==> src/rtl/reg_file_pkg.sv <==
// Shared constants and types for the integer register file.
package reg_file_pkg;

  localparam int unsigned DATA_W   = 32;
  localparam int unsigned ADDR_W   = 5;
  localparam int unsigned REG_ZERO = 0;
  // Link register written by jal.
  localparam int unsigned REG_RA   = 31;

  typedef logic [ADDR_W-1:0] reg_idx_t;

endpackage

==> src/rtl/reg_file_wdec.sv <==
// Write-address decoder: turns a3/we into a one-hot register write-enable vector.
module reg_file_wdec #(
  parameter int unsigned ADDR_W = reg_file_pkg::ADDR_W,
  localparam int unsigned DEPTH = 32'(1) << ADDR_W
) (
  input  logic              we_i,
  input  logic [ADDR_W-1:0] a3_i,
  output logic [DEPTH-1:0]  wen_c_o
);
  import reg_file_pkg::*;

  // The zero register is hard-wired, so its enable can never fire.
  always_comb begin
    wen_c_o = '0;
    if (we_i) begin
      wen_c_o[a3_i] = 1'b1;
    end
    wen_c_o[REG_ZERO] = 1'b0;
  end

endmodule

==> src/rtl/reg_file.sv <==
// Three-port register file: two combinational reads, one synchronous write,
// register 0 hard-wired to zero, synchronous active-high reset.
module reg_file #(
  parameter int unsigned DATA_W = reg_file_pkg::DATA_W,
  parameter int unsigned ADDR_W = reg_file_pkg::ADDR_W
) (
  input  logic              clk,
  input  logic              rst,
  input  logic              we,
  input  logic [ADDR_W-1:0] a1,
  input  logic [ADDR_W-1:0] a2,
  input  logic [ADDR_W-1:0] a3,
  input  logic [DATA_W-1:0] wd3,
  output logic [DATA_W-1:0] rd1,
  output logic [DATA_W-1:0] rd2
);
  import reg_file_pkg::*;

  localparam int unsigned DEPTH = 32'(1) << ADDR_W;

  logic [DEPTH-1:0]  wen_c;
  logic [DATA_W-1:0] regs_q [DEPTH];
  logic [DATA_W-1:0] regs_d [DEPTH];

  reg_file_wdec #(
    .ADDR_W (ADDR_W)
  ) u_wdec (
    .we_i    (we),
    .a3_i    (a3),
    .wen_c_o (wen_c)
  );

  always_comb begin
    regs_d = regs_q;
    for (int unsigned i = 0; i < DEPTH; i++) begin
      if (wen_c[i]) begin
        regs_d[i] = wd3;
      end
    end
  end

  // Reset wins over any coincident write.
  always_ff @(posedge clk) begin
    if (rst) begin
      regs_q <= '{default: '0};
    end else begin
      regs_q <= regs_d;
    end
  end

  // Reads come straight from the array: no write-through bypass, so a
  // same-cycle write is visible only after the edge.
  assign rd1 = (a1 == ADDR_W'(REG_ZERO)) ? DATA_W'(0) : regs_q[a1];
  assign rd2 = (a2 == ADDR_W'(REG_ZERO)) ? DATA_W'(0) : regs_q[a2];

endmodule

==> config.mk <==
export PLATFORM = sky130hd
export DESIGN_NAME = reg_file
export DESIGN_NICKNAME = d
export VERILOG_FILES = /design/src/rtl/reg_file_pkg.sv /design/src/rtl/reg_file_wdec.sv /design/src/rtl/reg_file.sv
export SDC_FILE = /design/constraint.sdc
export NUM_CORES = 2
export LEC_CHECK = 0
export CAP_MARGIN = 10
export CORE_ASPECT_RATIO = 0.8
export CORE_MARGIN = 2
export CORE_UTILIZATION = 40
export CTS_CLUSTER_SIZE = 25
export DETAILED_ROUTE_END_ITERATION = 8
export PLACE_DENSITY_LB_ADDON = 0.1
export SLEW_MARGIN = 20
export SYNTH_ARGS = -nofsm -noshare
export SYNTH_HDL_FRONTEND = slang
export SYNTH_SLANG_ARGS = --single-unit
==> constraint.sdc <==
create_clock -name clk -period 2.98 [get_ports clk]
set_clock_uncertainty 0.1 [all_clocks]
set_input_delay 0.596 -clock clk [delete_from_list [all_inputs] [get_ports clk]]
set_output_delay 0.596 -clock clk [all_outputs]
set_load 0.02 [all_outputs]
==> summary by stage <==
Yosys
nand2_1 is the most common cell in the netlist. Averaged over all synthesized cells, the footprint is 8.52 sq um. The commonest cells after synthesis are nand2_1 (2031), a21oi_1 (1002), dfxtp_1 (992). dfxtp_1 takes more of the synthesized area than any other cell.

The number of nets in the synthesized netlist is 5928. During synthesis, Yosys emitted a total of 0 warnings. The distinct cell type count of the synthesized netlist is 38.

After synthesis the cells add up to 50100 sq um. The most used flip-flop cell after synthesis is dfxtp_1. Yosys mapped a number of flops with a built-in enable equal to 0.

By area the synthesized netlist is led by dfxtp_1 (40%), nand2_1 (15%), mux4_2 (15%). Counting flops with an async set or reset pin after synthesis yields a share of 0%. The total of flip-flops plus latches after synthesis is 992. The share of the synthesized area in the top cell type is 39.6%. Synthesis handed over a netlist of 5878 instances. The sequential share of the synthesized area is 39.6%.

Timing
The minimum clock period after layout is 3.12 ns. The maximum clock frequency is 320 MHz. The final hold violation count was 0. After layout, the worst setup slack is -0.144 ns. The headroom to the max-slew limit is 61.0%. The number of pins exceeding their max-slew limit in the final report is 0. In the finished design, the share of the clock period the worst path needs comes to 105%.

The total of endpoints with negative setup slack in the final report is 45. Setup repair after global routing could not meet its margin everywhere. In the final timing run, aggregate negative setup slack is -2.65 ns. For the pin with the worst max-slew slack, the measured transition is 0.585 ns.

Detailed routing
The final routed wire length divided by cell count is 29.2 um. The final layout contains routed wiring with a total length of 234000 um. The met3 routed wirelength is 23000 um. The routed length on met1 is 96900 um. The remaining number of nets flagged by the antenna check after routing is 0. In the detailed route, the total length drawn on met2 is 101000 um. The first TritonRoute pass finished after 7 iterations.

Using the TritonRoute via totals, the vias-per-cell ratio works out to 6.10. In this run the top signal layer used is met5. The total number of vias is 48.8k.

The violation count after the first detailed-route iteration is 6158. The final routed DRC violation total is 0.

Critical path
The largest fanout on the critical path is 6. The count of cells along the worst register-to-register path is 3. In this run the number of cells on the critical path is 9. Walking the worst path, the cells encountered are buf_16 > buf_12 > nor2b_4 > buf_12 > buf_12 > a221oi_2 > or3_4 > nand4_1 > buf_6. The master of the slowest instance on the critical path is nand4_1. The arrival time of data at the critical path endpoint is 2.43 ns. Broken down by cell family, the worst path's largest delay share belongs to buffers and inverters. The buffers plus inverters on the worst setup path is 5.

The worst setup path is captured at a primary output. STA classifies the critical path startpoint as a primary input. The classification of the worst setup path is primary input to primary output. The most numerous cell type found on the critical path is buf_12. STA puts the critical path data required time at 2.28 ns. For this run, the slowest stage of the critical path takes 0.34 ns.

Status
The run finished, with violations left. The checks that failed: negative setup slack.

Clock network
Clock latency on the worst-skew pair, taken at its later pin, is 0.73 ns. The CTS buffer count is 106. The CTS tree is done. The clock root buffer is clkbuf_16. The clock sink total is 992. Clock-pin slew was measured on the worst setup and hold paths at 0.06 ns.

The maximum level of the CTS H-tree is 3. The cts-stage hold buffer count is 0. In this run the deepest clock path goes through 3 buffers.

Place
After legalization and detailed placement, the total HPWL measured 148000 um. The congestion estimate from routability-driven global placement came to 0.937. The post-placement worst setup slack is -0.996 ns. The placed cell area is 56800 sq um.

During placement, the flow inserted port buffers numbering 113.

Global route
The final global-route overflow total is 0. The number of antenna violations at the first check in global routing is 1. The first global-routing pass estimated 328000 um of wire. Entering global routing, the biggest net connects 113 pins. The via count of the first global-routing pass is 45.2k.

Global routing used 35.3% of the available tracks across all layers.

Min path
The type of the most critical hold path is primary input to flip-flop. The number of stages on the worst hold path is 2.

Power and ir drop
In this run the static leakage power is 23.0 nW. The power density relative to cell area is 487 nW/um^2. The highest ir drop seen on vdd is 461 uV.

Flow run
The number of violations of the max-capacitance limit is 0.

Die
The total area inside the core boundary comes to 125000 sq um. The chip width is 400 um. The floorplan step defined a die boundary enclosing 128000 sq um. In this run the core area contains 116 standard-cell rows. For this configuration, the core starts out at a cell density of 40.2%.

The height of the chip is 321 um. 114 I/O pins were placed.

Layout
Of the cells placed in the final design, the portion with a size suffix greater than 1 is 28.4%. At the end of the flow the core is filled with cells to 52.7%. The register with the most flip-flops in the layout has 992 of them. After routing the design area is 65700 sq um. The register name with the most flops is regs_q. The area added between synthesis and finish is 31.2%. In the final design database the tool counted 6295 nets. In the final layout, the registers with the most flip-flops are regs_q (992).
[area by class of cell]
cell class                      count  area (sq um)
Antenna cell                        2          5.00
Clock buffer                      151          3060
Clock inverter                     46           668
Fill cell                       11400         59000
Inverter                            1          3.75
Multi-Input combinational cell   4292         29700
Sequential cell                   992         20000
Tap cell                         1652          2070
Timing Repair Buffer              852         10200
[layer usage]
metal	up-vias	GRT usage [%]
met5	-	0
li1	21300	-
met1	24200	48.9
met2	2744	52.6
met4	2	16.5
met3	561	7.11
[path summary, 6_finish.rpt]
path               startpoint     endpoint  slack, ns
hold reg to reg   regs_q[984]  regs_q[984]       0.36
hold / removal            rst  regs_q[965]       0.18
setup / recovery        a2[1]      rd2[22]      -0.14
setup reg to reg  regs_q[333]  regs_q[333]       2.11
[cell families (layout without fill, tap and decap cells)]
family | Yosys count | count (layout) | synth area share, %
AO/OA/AOI/OAI | 1285 | 1285 | 14.2
multiplexers | 692 | 692 | 22.4
AND/OR/NAND/NOR | 2315 | 2315 | 18.3
flip-flops | 992 | 992 | 39.6
other | 0 | 2 | 0
buffers and inverters | 594 | 1050 | 5.49
[placed cells by master (no fill, tap or decap), drive strengths merged, types with 45 or more instances in the layout]
cell,count
a22oi,123
buf,795
mux4,332
mux2,96
mux2i,264
dfxtp,992
nand3,45
nand2,2032
nor2,97
o22ai,96
clkbuf,160
a21oi,1002
[repair_timing]
action | 4_1_cts | 5_1_grt
gates resized for setup | 661 | 251
endpoints found under the hold margin | 0 | 0
pin swaps | 69 | 87
cloned | 17 | 7
setup endpoints to repair | 64 | 62
setup buffers | 124 | 68
[per-stage QoR]
| step | power (mW) | instances | hold WS (ns) |
|---|---|---|---|
| 2_1_floorplan | 15.4 | 5878 | 0.343 |
| 3_3_place_gp | 17.0 | 7605 | 0.353 |
| 3_5_place_dp | 17.0 | 7605 | 0.356 |
| 4_1_cts | 31.8 | 7923 | 0.148 |
| 5_1_grt | 32.7 | 7986 | 0.191 |
| 6_report | 32.0 | 7988 | 0.183 |
[power by group]
| part | internal (mW) | total, mW | switching, mW |
|---|---|---|---|
| logic | 1.76 | 4.10 | 2.34 |
| clock network | 8.46 | 14.5 | 6.01 |
| registers | 13.4 | 13.4 | 0.0828 |
No activity file was read; power rests on OpenSTA's default activity.
